`config.mk`:
```
export PLATFORM = sky130hd
export DESIGN_NAME = regfile_access_arbiter_flat
export DESIGN_NICKNAME = d
export VERILOG_FILES = /design/src/rtl/regfile_access_arbiter_if.sv /design/src/rtl/regfile_access_arbiter.sv /design/src/flat_wrapper.sv
export SDC_FILE = /design/constraint.sdc
export NUM_CORES = 1
export LEC_CHECK = 0
export CORE_AREA = 2 2 109 69
export CTS_BUF_LIST = sky130_fd_sc_hd__clkbuf_4 sky130_fd_sc_hd__clkbuf_8 sky130_fd_sc_hd__clkbuf_16
export DETAILED_ROUTE_END_ITERATION = 8
export DIE_AREA = 0 0 111 71
export PLACE_DENSITY = 0.7
export SLEW_MARGIN = 0
export SYNTH_ARGS = -nofsm -noshare
export SYNTH_HDL_FRONTEND = slang
export SYNTH_SLANG_ARGS = --single-unit
```
`constraint.sdc`:
```
create_clock -name In_Clock_50MHz -period 4.3 [get_ports In_Clock_50MHz]
set_input_delay 1.075 -clock In_Clock_50MHz [delete_from_list [all_inputs] [get_ports In_Clock_50MHz]]
set_output_delay 1.075 -clock In_Clock_50MHz [all_outputs]
set_load 0.01 [all_outputs]
```
`src/rtl/regfile_access_arbiter_if.sv`:
```
// Request/response and register-file bus between two masters,
// the access arbiter and the single-port register file.
interface regfile_access_arbiter_if #(
  parameter int P_RegWidth = 8,
  parameter int P_BitWidth = 16
);
  localparam int AW = (P_RegWidth > 1) ? $clog2(P_RegWidth) : 1;

  logic                  In_Req0;
  logic                  In_Req1;
  logic                  In_Write0;
  logic                  In_Write1;
  logic [AW-1:0]         In_Address0;
  logic [AW-1:0]         In_Address1;
  logic [P_BitWidth-1:0] In_WriteData0;
  logic [P_BitWidth-1:0] In_WriteData1;
  logic                  Out_Ack0;
  logic                  Out_Ack1;
  logic [P_BitWidth-1:0] Out_ReadData0;
  logic [P_BitWidth-1:0] Out_ReadData1;
  logic [AW-1:0]         Out_RF_Address;
  logic [P_BitWidth-1:0] Out_RF_WriteData;
  logic                  Out_RF_Write;
  logic                  Out_RF_Read;
  logic [P_BitWidth-1:0] In_RF_ReadData;
  logic                  Out_Busy;

  modport slave (
    input  In_Req0, In_Req1,
    input  In_Write0, In_Write1,
    input  In_Address0, In_Address1,
    input  In_WriteData0, In_WriteData1,
    input  In_RF_ReadData,
    output Out_Ack0, Out_Ack1,
    output Out_ReadData0, Out_ReadData1,
    output Out_RF_Address, Out_RF_WriteData,
    output Out_RF_Write, Out_RF_Read,
    output Out_Busy
  );

  modport master (
    output In_Req0, In_Req1,
    output In_Write0, In_Write1,
    output In_Address0, In_Address1,
    output In_WriteData0, In_WriteData1,
    output In_RF_ReadData,
    input  Out_Ack0, Out_Ack1,
    input  Out_ReadData0, Out_ReadData1,
    input  Out_RF_Address, Out_RF_WriteData,
    input  Out_RF_Write, Out_RF_Read,
    input  Out_Busy
  );
endinterface

```
`src/rtl/regfile_access_arbiter.sv`:
```
// Two-requester arbiter/sequencer for a single-port register file.
// Define REGFILE_ARB_ROUND_ROBIN_EN for round-robin, else fixed priority.
module regfile_access_arbiter #(
  parameter int P_RegWidth = 8,
  parameter int P_BitWidth = 16
) (
  input logic In_Clock_50MHz,
  input logic In_Reset_n,
  regfile_access_arbiter_if.slave bus
);
  localparam int AW = (P_RegWidth > 1) ? $clog2(P_RegWidth) : 1;

  typedef enum logic [1:0] {
    S_IDLE,
    S_ACCESS,
    S_RESP
  } state_e;

  state_e                state_q, state_d;
  logic                  win_q, win_d;
  logic                  wr_q, wr_d;
  logic [AW-1:0]         addr_q, addr_d;
  logic [P_BitWidth-1:0] wdata_q, wdata_d;
  logic [P_BitWidth-1:0] rdata0_q, rdata0_d;
  logic [P_BitWidth-1:0] rdata1_q, rdata1_d;
  logic                  any_req;
  logic                  pick;

  assign any_req = bus.In_Req0 | bus.In_Req1;

`ifdef REGFILE_ARB_ROUND_ROBIN_EN
  // prio_q names the requester that wins a tie
  logic prio_q, prio_d;

  always_comb begin
    pick = ~bus.In_Req0;
    if (bus.In_Req0 && bus.In_Req1) pick = prio_q;
  end

  always_comb begin
    prio_d = prio_q;
    if (state_q == S_IDLE && any_req) prio_d = ~pick;
  end

  always_ff @(posedge In_Clock_50MHz or negedge In_Reset_n) begin
    if (!In_Reset_n) prio_q <= 1'b0;
    else             prio_q <= prio_d;
  end
`else
  always_comb pick = ~bus.In_Req0;
`endif

  always_comb begin
    state_d  = state_q;
    win_d    = win_q;
    wr_d     = wr_q;
    addr_d   = addr_q;
    wdata_d  = wdata_q;
    rdata0_d = rdata0_q;
    rdata1_d = rdata1_q;
    unique case (state_q)
      S_IDLE: begin
        if (any_req) begin
          state_d = S_ACCESS;
          win_d   = pick;
          wr_d    = pick ? bus.In_Write1 : bus.In_Write0;
          addr_d  = pick ? bus.In_Address1 : bus.In_Address0;
          wdata_d = pick ? bus.In_WriteData1
                         : bus.In_WriteData0;
        end
      end
      S_ACCESS: begin
        state_d = S_RESP;
        if (!wr_q) begin
          if (win_q) rdata1_d = bus.In_RF_ReadData;
          else       rdata0_d = bus.In_RF_ReadData;
        end
      end
      S_RESP:  state_d = S_IDLE;
      default: state_d = S_IDLE;
    endcase
  end

  always_ff @(posedge In_Clock_50MHz or negedge In_Reset_n) begin
    if (!In_Reset_n) begin
      state_q  <= S_IDLE;
      win_q    <= 1'b0;
      wr_q     <= 1'b0;
      addr_q   <= '0;
      wdata_q  <= '0;
      rdata0_q <= '0;
      rdata1_q <= '0;
    end else begin
      state_q  <= state_d;
      win_q    <= win_d;
      wr_q     <= wr_d;
      addr_q   <= addr_d;
      wdata_q  <= wdata_d;
      rdata0_q <= rdata0_d;
      rdata1_q <= rdata1_d;
    end
  end

  // Strobes decode from state so async reset kills them at once
  assign bus.Out_RF_Write     = (state_q == S_ACCESS) & wr_q;
  assign bus.Out_RF_Read      = (state_q == S_ACCESS) & ~wr_q;
  assign bus.Out_RF_Address   = addr_q;
  assign bus.Out_RF_WriteData = wdata_q;
  assign bus.Out_Ack0         = (state_q == S_RESP) & ~win_q;
  assign bus.Out_Ack1         = (state_q == S_RESP) & win_q;
  assign bus.Out_ReadData0    = rdata0_q;
  assign bus.Out_ReadData1    = rdata1_q;
  assign bus.Out_Busy         = (state_q != S_IDLE);
endmodule
```
`src/flat_wrapper.sv`:
```
// flat-port wrapper written by rule: the top's interface ports become plain ports
module regfile_access_arbiter_flat 
#(
  parameter int P_RegWidth = 8,
  parameter int P_BitWidth = 16
)
  (In_Clock_50MHz, In_Reset_n, bus_In_Req0, bus_In_Req1, bus_In_Write0, bus_In_Write1, bus_In_Address0, bus_In_Address1, bus_In_WriteData0, bus_In_WriteData1, bus_In_RF_ReadData, bus_Out_Ack0, bus_Out_Ack1, bus_Out_ReadData0, bus_Out_ReadData1, bus_Out_RF_Address, bus_Out_RF_WriteData, bus_Out_RF_Write, bus_Out_RF_Read, bus_Out_Busy);
  regfile_access_arbiter_if #(.P_RegWidth(P_RegWidth), .P_BitWidth(P_BitWidth)) bus_i ();
  input logic In_Clock_50MHz;
  input logic In_Reset_n;
  input wire logic [$bits(bus_i.In_Req0)-1:0] bus_In_Req0;
  input wire logic [$bits(bus_i.In_Req1)-1:0] bus_In_Req1;
  input wire logic [$bits(bus_i.In_Write0)-1:0] bus_In_Write0;
  input wire logic [$bits(bus_i.In_Write1)-1:0] bus_In_Write1;
  input wire logic [$bits(bus_i.In_Address0)-1:0] bus_In_Address0;
  input wire logic [$bits(bus_i.In_Address1)-1:0] bus_In_Address1;
  input wire logic [$bits(bus_i.In_WriteData0)-1:0] bus_In_WriteData0;
  input wire logic [$bits(bus_i.In_WriteData1)-1:0] bus_In_WriteData1;
  input wire logic [$bits(bus_i.In_RF_ReadData)-1:0] bus_In_RF_ReadData;
  output wire logic [$bits(bus_i.Out_Ack0)-1:0] bus_Out_Ack0;
  output wire logic [$bits(bus_i.Out_Ack1)-1:0] bus_Out_Ack1;
  output wire logic [$bits(bus_i.Out_ReadData0)-1:0] bus_Out_ReadData0;
  output wire logic [$bits(bus_i.Out_ReadData1)-1:0] bus_Out_ReadData1;
  output wire logic [$bits(bus_i.Out_RF_Address)-1:0] bus_Out_RF_Address;
  output wire logic [$bits(bus_i.Out_RF_WriteData)-1:0] bus_Out_RF_WriteData;
  output wire logic [$bits(bus_i.Out_RF_Write)-1:0] bus_Out_RF_Write;
  output wire logic [$bits(bus_i.Out_RF_Read)-1:0] bus_Out_RF_Read;
  output wire logic [$bits(bus_i.Out_Busy)-1:0] bus_Out_Busy;
  assign bus_i.In_Req0 = bus_In_Req0;
  assign bus_i.In_Req1 = bus_In_Req1;
  assign bus_i.In_Write0 = bus_In_Write0;
  assign bus_i.In_Write1 = bus_In_Write1;
  assign bus_i.In_Address0 = bus_In_Address0;
  assign bus_i.In_Address1 = bus_In_Address1;
  assign bus_i.In_WriteData0 = bus_In_WriteData0;
  assign bus_i.In_WriteData1 = bus_In_WriteData1;
  assign bus_i.In_RF_ReadData = bus_In_RF_ReadData;
  assign bus_Out_Ack0 = bus_i.Out_Ack0;
  assign bus_Out_Ack1 = bus_i.Out_Ack1;
  assign bus_Out_ReadData0 = bus_i.Out_ReadData0;
  assign bus_Out_ReadData1 = bus_i.Out_ReadData1;
  assign bus_Out_RF_Address = bus_i.Out_RF_Address;
  assign bus_Out_RF_WriteData = bus_i.Out_RF_WriteData;
  assign bus_Out_RF_Write = bus_i.Out_RF_Write;
  assign bus_Out_RF_Read = bus_i.Out_RF_Read;
  assign bus_Out_Busy = bus_i.Out_Busy;
  regfile_access_arbiter #(.P_RegWidth(P_RegWidth), .P_BitWidth(P_BitWidth)) u_core (.In_Clock_50MHz(In_Clock_50MHz), .In_Reset_n(In_Reset_n), .bus(bus_i));
endmodule
```
==> impl_results.md, run 1 <==
* Max-cap viol count at 0
* Cell area after layout at 3710 µm²
* Clk root buf: clkbuf_16
* Critical-path maximum fanout at 22
* Share of Yosys cell area claimed by the top area cell type at 0.590
* Crit Path Class: primary input to flip-flop
* Synth async-reset ratio at 1.00
* Largest family of logic cells by synthesized area: multiplexers
* Global-route wire length before repair at 8960 µm
* Synth Cell Area at 2330 µm²
* Max rail drop VDD at 0.335 mV
* GRT Residual Overflow at 0
* PortBufs at 115
* Routability cong. at 0.684
* Count leader, synth: mux2_2
* Outcome: finished, final reports clean
* Final min period at 2.85 ns
* Fmax achieved at 351 MHz
* CP endpoint kind: flip-flop
* Post-CTS Setup Inserts at 0
* Synth Area in Simple Gates at 0.0343
* Delay-heaviest family, CP: compound AO/OA/AOI/OAI gates
* Reg2reg start: u_core.state_q[0]
* Drt pass-1 iters at 4
* Commonest register cell after synthesis: dfrtp_1
* Longest Clk Path Bufs at 2
* Via count at 1598
* Final period util at 0.662
* Leak pwr at 0.00151 µW
* Net Count, Synth at 206
* Share of cells above drive strength 1 at 0.326
* Wire length on met1 at 2520 µm
* FF+latch count, synth at 55
* Worst Path Buf+Inv at 2
* CTS tree: built
* Synth unique cells at 16
* H-tree depth at 2
* NumNets Final at 324
* DP Area at 3570 µm²
* Antenna violations before repair at 0
* Hpwl dp at 3960 µm
* Syn_area_per_cell at 16.0 µm²
* Die Y at 71 µm
* Type of the worst min-delay path: flip-flop to flip-flop
* Largest stage delay on the critical path at 0.78 ns
* R2r setup slk at 2.35 ns
* Seq. cell area at 1380 µm²
* Mapped Cells at 146
* FP Rows at 24
* Power density over the cells at 687 nW/µm²
* Library cell with the largest summed area after synthesis: dfrtp_1
* Worst Setup EP: u_core.bus.Out_RF_WriteData[12]
* Power consumption at 2550 µW
* Compound-Gate Fraction of Synth Area at 0.00751
* Synth Warn # at 0
* Initial Util at 0.336
* Final setup viols at 0
* Sequential area share after synthesis at 0.590
* Met3 WL at 390 µm
* Setup TNS at 0 ns
* R2R Path End: u_core.bus.Out_RF_WriteData[12]
* Worst r2r path cells at 3
* Slew margin rel. at 0.405
* Vias per cell at 4.50
* Largest net degree at the start of global routing at 34
* Die Wd at 111 µm
* PostCTS Resize Cnt at 0
* Clock latency on the worst-skew pair at 0.28 ns
* Layout area overhead at 59.1%
* DR WL/cell at 14.8 µm
* # DRC at 0
* Final hold vios at 0
* Starting DRT DRC Count at 22
* Detailed Route WL at 5270 µm
* IO Pins at 116
* Area of the multi-input gates at 908 µm²
* CP arrival at 3.01 ns
* Required @ worst endpoint at 4.47 ns
* Final Slew Violations at 0
* CTS Hold Buffers Added at 0
* Mux contribution to synthesized area at 0.348
* CTS clk-pin slew, worst paths at 0.06 ns
* Antenna-violating nets left at 0
* CP max stage cell: o21a_1
* Largest cells by area after synthesis: dfrtp_1, mux2_2, nor3b_4
* Startpoint Class: primary input
* RSZ-0062 raised after global routing: no
* Post-synth top cells: mux2_2, dfrtp_1
* Synth Area in XOR/XNOR at 0
* Max Clock Skew at 0.00287 ns
* Fill cells at 617
* Hold path start: u_core.bus.Out_ReadData1[3]
* Critical path depth in cells at 4
* Post-synth EDFFs at 0
* Vias in the first global route at 1790
* # diodes at 0
* Post-Synth Adder-Cell Area at 0
* CP Cell Sequence: clkdlybuf4s50_1 -> buf_4 -> o21a_1 -> mux2_2
* Core Region at 6940 µm²
* TritonCTS Buffers at 5
* Met2 wire length at 2350 µm
* Sink Count at 55
* Top sig layer: met4
* Least-Margin Pin Slew at 0.893 ns
* CP startpoint: bus_In_Req0
* DIE AREA at 7880 µm²
* Total Routing Usage GR at 0.140
logic make-up after synthesis:
| kind of cell | Yosys count |
|---|---|
| AO/OA/AOI/OAI | 3 |
| flip-flops | 55 |
| multiplexers | 72 |
| AND/OR/NAND/NOR | 8 |
| buffers and inverters | 8 |
power breakdown:
group          leakage (µW)  internal (µW)  switching (µW)
combinational      0.000782            790             429
sequential         0.000654            784             154
clock             0.0000727            228             166
total               0.00151           1800             749
cells in the final DEF (no fill, tap or decap):
cell,count
clkdlybuf4s50_1,114
mux2_2,72
dfrtp_1,55
clkbuf_16,5
nor2_1,2
inv_1,2
a21oi_1,2
buf_4,2
nand2b_4,1
and2_1,1
nor3b_1,1
and3b_2,1
nor3_4,1
nor3b_4,1
o21a_1,1
clkinv_2,1
clkbuf_8,1
buf_2,1
per-stage QoR:
step / cells / setup WS, ns / hold WS, ns / utilization
6_report: 355 / 1.45 / 0.505 / 0.535
5_1_grt: 355 / 1.31 / 0.527 / 0.535
4_1_cts: 355 / 1.43 / 0.510 / 0.535
3_5_place_dp: 348 / 1.13 / 0.494 / 0.514
3_3_place_gp: 348 / 1.18 / 0.488 / 0.514
2_1_floorplan: 146 / 2.17 / 0.551 / -
flip-flops by register name, indices dropped and copies added (netlist names):
name,cells
u_core.bus.Out_RF_Address,3
u_core.bus.Out_RF_WriteData,16
u_core.bus.Out_ReadData0,16
u_core.bus.Out_ReadData1,16
u_core.state_q,2
u_core.win_q,1
u_core.wr_q,1
worst min path at each step:
| stage | end | slack, ns | depth (start not counted) |
|---|---|---|---|
| floorplan | u_core.bus.Out_ReadData0[0] | 0.55 | 1 |
| global placement | u_core.bus.Out_ReadData0[14] | 0.49 | 1 |
| detailed placement | u_core.bus.Out_ReadData1[3] | 0.49 | 1 |
| CTS | u_core.bus.Out_ReadData1[3] | 0.51 | 1 |
| global route | u_core.bus.Out_ReadData1[0] | 0.53 | 1 |
| finish | u_core.bus.Out_ReadData1[3] | 0.50 | 1 |
worst reg2reg max path, cell delays in order, from the launching register on:
cell and delay [ns]:
dfrtp_1 0.42, nor2_1 0.22, o21a_1 0.77, mux2_2 0.43
final cells by class:
class | count | share of cell area
clock buffers | 6 | 0.0374
clock inverters | 1 | 0.00135
inverters | 2 | 0.00202
multi-input cells | 83 | 0.245
flip-flops and latches | 55 | 0.371
well taps | 91 | 0.0307
repair buffers | 117 | 0.313
routing by layer:
metal	up-vias	global-route usage
li1	759	-
met1	772	0.194
met2	65	0.225
met3	2	0.0446
met4	0	0.0208
met5	-	0
No activity file was read; power rests on OpenSTA's default activity.
==> run 2: changes to the inputs <==
- clock period: 4.3 -> 2.8 ns (I/O delays scaled with it)
==> run 2 against run 1 <==
- register-to-register slack got worse by 1.3 ns
- final area rose by 1.6%
- total power rose by 56%
- die area did not move
- sequential cell count did not move
- clock power rose by 63%
==> impl_results.md, run 2 (same netlist as run 1, synthesis figures left out) <==
* Outcome: finished, final reports clean
* Setup TNS at 0 ns (unchanged)
* Routability cong. at 0.681 (-0.47%)
* CP Cell Sequence: nand2b_4 -> inv_1 -> and2_1 -> clkdlybuf4s50_1
* Initial Util at 0.336 (unchanged)
* Max Clock Skew at 0.00185 ns (-0.00102 ns)
* Int Pwr at 2830 µW (+57%)
* Largest net degree at the start of global routing at 39 (+15%)
* Commonest non-fill, non-tap cell in the layout: clkdlybuf4s50_1
* Grt met1 use at 0.196 (+0.00184)
* PortBufs at 115 (unchanged)
* Drt pass-1 iters at 4 (unchanged)
* Vias in the first global route at 1719 (-4.0%)
* CP endpoint kind: primary output
* CP max stage cell: clkdlybuf4s50_1
* CTS tree: built
* R2R Path End: u_core.bus.Out_ReadData1[11]
* Type of the worst min-delay path: primary input to asynchronous set/reset pin
* Sequential group share of total power at 0.362 (-0.006)
* CTS clk-pin slew, worst paths at 0.06 ns (about the same)
* Final period util at 0.819
* Psw at 1160 µW (+54%)
* # DRC at 0 (unchanged)
* CTS Hold Buffers Added at 0 (unchanged)
* NumNets Final at 328 (+1.2%)
* Final min period at 2.29 ns
* Clk pwr share at 0.162 (+0.008)
* Setup WS pre-CTS at 0.483 ns (-0.652 ns)
* DR WL/cell at 14.3 µm (-3.6%)
* H-tree depth at 2 (unchanged)
* TritonCTS Buffers at 5 (unchanged)
* Final worst slack at 0.506 ns (-0.947 ns)
* Crit Path Class: flip-flop to primary output
* Longest Clk Path Bufs at 2 (unchanged)
* Power consumption at 3980 µW (+56%)
* IO Pins at 116 (unchanged)
* Reg2reg start: u_core.state_q[1]
* Layout area overhead at 61.6%
* Power density over the cells at 1060 nW/µm² (+54%)
* Worst Path Buf+Inv at 2 (unchanged)
* # diodes at 0 (unchanged)
* Total Routing Usage GR at 0.137 (-0.00325)
* Sw Ratio at 0.290 (-0.00333)
* Detailed Route WL at 5150 µm (-2.3%)
* GRT Residual Overflow at 0 (unchanged)
* Least-Margin Pin Slew at 0.456 ns (-0.437 ns)
* Starting DRT DRC Count at 28 (+27%)
* Final Slew Violations at 0 (unchanged)
* Met2 Use GR at 0.207 (-0.0177)
* Antenna-violating nets left at 0 (unchanged)
* Cell area after layout at 3770 µm² (+1.6%)
* Share of cells above drive strength 1 at 0.338 (+0.0125)
* Final hold vios at 0 (unchanged)
* DIE AREA at 7880 µm² (unchanged)
* R2r setup slk at 1.03 ns (-1.32 ns)
* Antenna violations before repair at 0 (unchanged)
* CP arrival at 1.59 ns (-1.42 ns)
* Slew margin rel. at 0.695 (+0.291)
* Via count at 1598 (unchanged)
* Post-CTS Setup Inserts at 0 (unchanged)
* Die Wd at 111 µm (unchanged)
* Grt met3 use at 0.0497 (+0.00514)
* Max rail drop VDD at 0.491 mV (+47%)
* Die Y at 71 µm (unchanged)
* Fmax achieved at 436 MHz
* Fill cells at 619 (+0.32%)
* Clock latency on the worst-skew pair at 0.28 ns (about the same)
* Largest stage delay on the critical path at 0.54 ns (-0.24 ns)
* Startpoint Class: flip-flop
* Final core utilization at 0.543 (+0.00848)
* DP Area at 3610 µm² (+1.2%)
* Leak pwr at 0.00154 µW (+2.2%)
* Required @ worst endpoint at 2.10 ns (-2.37 ns)
* Clk root buf: clkbuf_16
* Worst r2r path cells at 4 (+1)
* Most Crowded Layer GR: met2
* Global-route wire length before repair at 8710 µm (-2.9%)
* Sink Count at 55 (unchanged)
* RSZ-0062 raised after global routing: no
* Critical-path maximum fanout at 4 (-82%)
* FP Rows at 24 (unchanged)
* Most frequent cells in the layout: clkdlybuf4s50_1, mux2_2, dfrtp_1
* Hpwl dp at 3920 µm (-0.95%)
* Max-cap viol count at 0 (unchanged)
* Delay-heaviest family, CP: buffers and inverters
* PostCTS Resize Cnt at 0 (unchanged)
* Final setup viols at 0 (unchanged)
* Vias per cell at 4.44 (-1.4%)
* Logic pwr share at 0.477 (about the same)
* Core Region at 6940 µm² (unchanged)
-- run 2: cell count changes in the layout (fill, tap and decap cells not counted), sizes merged --
cell    before  now
clkinv       1    0
buf          3    7
clkbuf       6    8
-- run 2: final cells by class --
class	instances	area, µm²	area share
clock buffer	8	160	0.0425
timing repair buffer	121	1200	0.319
sequential	55	1380	0.365
multi-input combinational	83	908	0.241
tap	91	114	0.0302
inverter	2	7.51	0.00199
-- run 2: stage by stage --
step | hold WS, ns | instances
3_3_place_gp | 0.489 | 352
5_1_grt | 0.372 | 360
2_1_floorplan | 0.404 | 146
4_1_cts | 0.353 | 360
6_report | 0.348 | 360
3_5_place_dp | 0.494 | 352
-- run 2: routing by layer --
metal,vias up,wire (µm)
met5,-,0
met4,0,0
met3,0,389
met2,59,2230
met1,774,2530
li1,765,-
-- run 2: worst max path at each step --
stage	start	to	slack, ns	depth (start not counted)
6_report	u_core.state_q[1]	bus_Out_RF_Write	0.51	4
3_3_place_gp	bus_In_Req0	u_core.bus.Out_RF_Address[2]	0.51	5
3_5_place_dp	bus_In_Req0	u_core.bus.Out_RF_WriteData[1]	0.48	5
2_1_floorplan	bus_In_Req0	u_core.bus.Out_RF_Address[0]	1.04	3
5_1_grt	u_core.state_q[1]	bus_Out_RF_Write	0.39	4
4_1_cts	u_core.state_q[1]	bus_Out_RF_Write	0.48	4
-- run 2: power by group through the flow --
stage | logic, µW | registers (µW) | clock network [µW]
finish | 1900 | 1440 | 644
global route | 2030 | 1510 | 698
CTS | 1930 | 1450 | 670
detailed placement | 1930 | 1450 | 0
global placement | 1890 | 1450 | 0
floorplan | 703 | 1610 | 0
==> run 3: changes to the inputs <==
- PLACE_DENSITY: 0.7 -> 0.72
- clock period: 2.8 -> 2.05 ns (I/O delays scaled with it)
==> run 3 against run 2 <==
- core utilization hardly changed
- first-iteration DRC count is 64% higher
- sequential share of layout area hardly changed
==> impl_results.md, run 3 (same netlist as run 1, synthesis figures left out) <==
* Outcome: finished, final reports clean
* Sink Count at 55 (unchanged)
* Power consumption at 5390 µW (+35%)
* NumNets Final at 328 (unchanged)
* Grt met3 use at 0.0523 (+0.00257)
* Crit Path Class: flip-flop to primary output
* Post-placement cell count at 352 (unchanged)
* Final setup viols at 0 (unchanged)
* Setup TNS at 0 ns (unchanged)
* Max rail drop VDD at 0.627 mV (+28%)
* Most Crowded Layer GR: met2
* Max Clock Skew at 0.00529 ns (+0.00345 ns)
* Total Routing Usage GR at 0.137 (-0.000283)
* Final worst slack at 0.0666 ns (-0.439 ns)
* Final Slew Violations at 0 (unchanged)
* CTS tree: built
* Largest stage delay on the critical path at 0.48 ns (-0.06 ns)
* Slew margin rel. at 0.734 (+0.0381)
* Longest Clk Path Bufs at 2 (unchanged)
* RSZ-0062 raised after global routing: no
* Clock latency on the worst-skew pair at 0.28 ns (about the same)
* Post-CTS Setup Inserts at 0 (unchanged)
* Final cell count without fillers at 359 (-0.28%)
* Layout area overhead at 61.6% (about the same)
* CP Cell Sequence: nor2_1 -> inv_1 -> clkdlybuf4s50_1
* PortBufs at 115 (unchanged)
* Commonest non-fill, non-tap cell in the layout: clkdlybuf4s50_1
* Global-route wire length before repair at 8770 µm (+0.71%)
* Share of cells above drive strength 1 at 0.336 (-0.00247)
* CP endpoint kind: primary output
* Via count at 1622 (+1.5%)
* Hpwl dp at 3880 µm (-0.96%)
* Fmax achieved at 504 MHz
* Fill cells at 614 (-0.81%)
* Met2 Use GR at 0.214 (+0.00682)
* FP Rows at 24 (unchanged)
* Final period util at 0.968
* Clk root buf: clkbuf_16
* Startpoint Class: flip-flop
* Power density over the cells at 1430 nW/µm² (+35%)
* Grt met1 use at 0.187 (-0.00832)
* CP arrival at 1.47 ns (-0.12 ns)
* Vias per cell at 4.52 (+1.8%)
* CTS clk-pin slew, worst paths at 0.07 ns (about the same)
* Die Y at 71 µm (unchanged)
* Delay-heaviest family, CP: buffers and inverters
* TritonCTS Buffers at 5 (unchanged)
* Leak pwr at 0.00158 µW (+2.5%)
* H-tree depth at 2 (unchanged)
* Vias in the first global route at 1805 (+5.0%)
* Most frequent cells in the layout: clkdlybuf4s50_1, mux2_2, dfrtp_1
* Core Region at 6940 µm² (unchanged)
* Routability cong. at 0.701 (+3.0%)
* Max-cap viol count at 0 (unchanged)
* Required @ worst endpoint at 1.54 ns (-0.56 ns)
* Largest net degree at the start of global routing at 40 (+2.6%)
* IO Pins at 116 (unchanged)
* Final min period at 1.98 ns
* Least-Margin Pin Slew at 0.400 ns (-0.0567 ns)
* Antenna-violating nets left at 0 (unchanged)
* Starting DRT DRC Count at 46 (+64%)
* Worst Path Buf+Inv at 2 (unchanged)
* DIE AREA at 7880 µm² (unchanged)
* GRT Residual Overflow at 0 (unchanged)
* Setup WS pre-CTS at 0.0722 ns (-0.411 ns)
* # DRC at 0 (unchanged)
* Drt pass-1 iters at 2 (-2)
* # diodes at 0 (unchanged)
* Type of the worst min-delay path: primary input to asynchronous set/reset pin
* WHS at 0.152 ns (-0.196 ns)
* Critical-path maximum fanout at 4 (unchanged)
* Antenna violations before repair at 0 (unchanged)
* DR WL/cell at 14.4 µm (+0.71%)
* Detailed Route WL at 5170 µm (+0.43%)
* Initial Util at 0.336 (unchanged)
* Final hold vios at 0 (unchanged)
* Die Wd at 111 µm (unchanged)
* CP max stage cell: clkdlybuf4s50_1
[run 3: report_power, final]
group	total [µW]	leakage (µW)	internal (µW)	switching [µW]
Combinational	2600	0.000853	1690	908
Sequential	1970	0.000654	1650	325
Clock	821	0.0000727	477	344
[run 3: cell type report]
| type | instances | area [µm²] | share of cell area |
|---|---|---|---|
| clock buffer | 6 | 139 | 0.0369 |
| tap | 91 | 114 | 0.0302 |
| multi-input combinational | 83 | 908 | 0.241 |
| sequential | 55 | 1380 | 0.365 |
| inverter | 2 | 7.51 | 0.00199 |
| timing repair buffer | 121 | 1220 | 0.323 |
| clock inverter | 1 | 5.00 | 0.00133 |
[run 3: metrics by stage]
stage | cell area, µm² | utilization
after floorplan | 2330 | -
after global placement | 3620 | 0.522
after detailed placement | 3620 | 0.522
after CTS | 3760 | 0.543
after global routing | 3770 | 0.543
final | 3770 | 0.543
[run 3: routing by layer]
metal  vias up  wire length (µm)
li1        775                 -
met1       784              2470
met4         0                 4
met3         2               402
met2        61              2300
met5         -                 0
[run 3: worst paths after layout]
check | end | startpoint | slack, ns | cells past startpoint
worst max-delay path | bus_Out_Busy | u_core.state_q[0] | 0.07 | 3
worst min-delay path | u_core.bus.Out_ReadData0[9] | In_Reset_n | 0.15 | 1
worst max register to register | u_core.bus.Out_ReadData1[5] | u_core.state_q[1] | 0.52 | 4
worst min register to register | u_core.bus.Out_ReadData1[13] | u_core.bus.Out_ReadData1[13] | 0.51 | 1
max in group asynchronous | u_core.bus.Out_ReadData1[5] | In_Reset_n | 1.35 | 2
min in group In_Clock_50MHz | u_core.bus.Out_ReadData1[13] | u_core.bus.Out_ReadData1[13] | 0.51 | 1
[run 3: what timing repair did]
item | in CTS | in global routing
resized for setup | 2 | 2
hold buffers | 0 | 0
setup endpoints to repair | 2 | 2
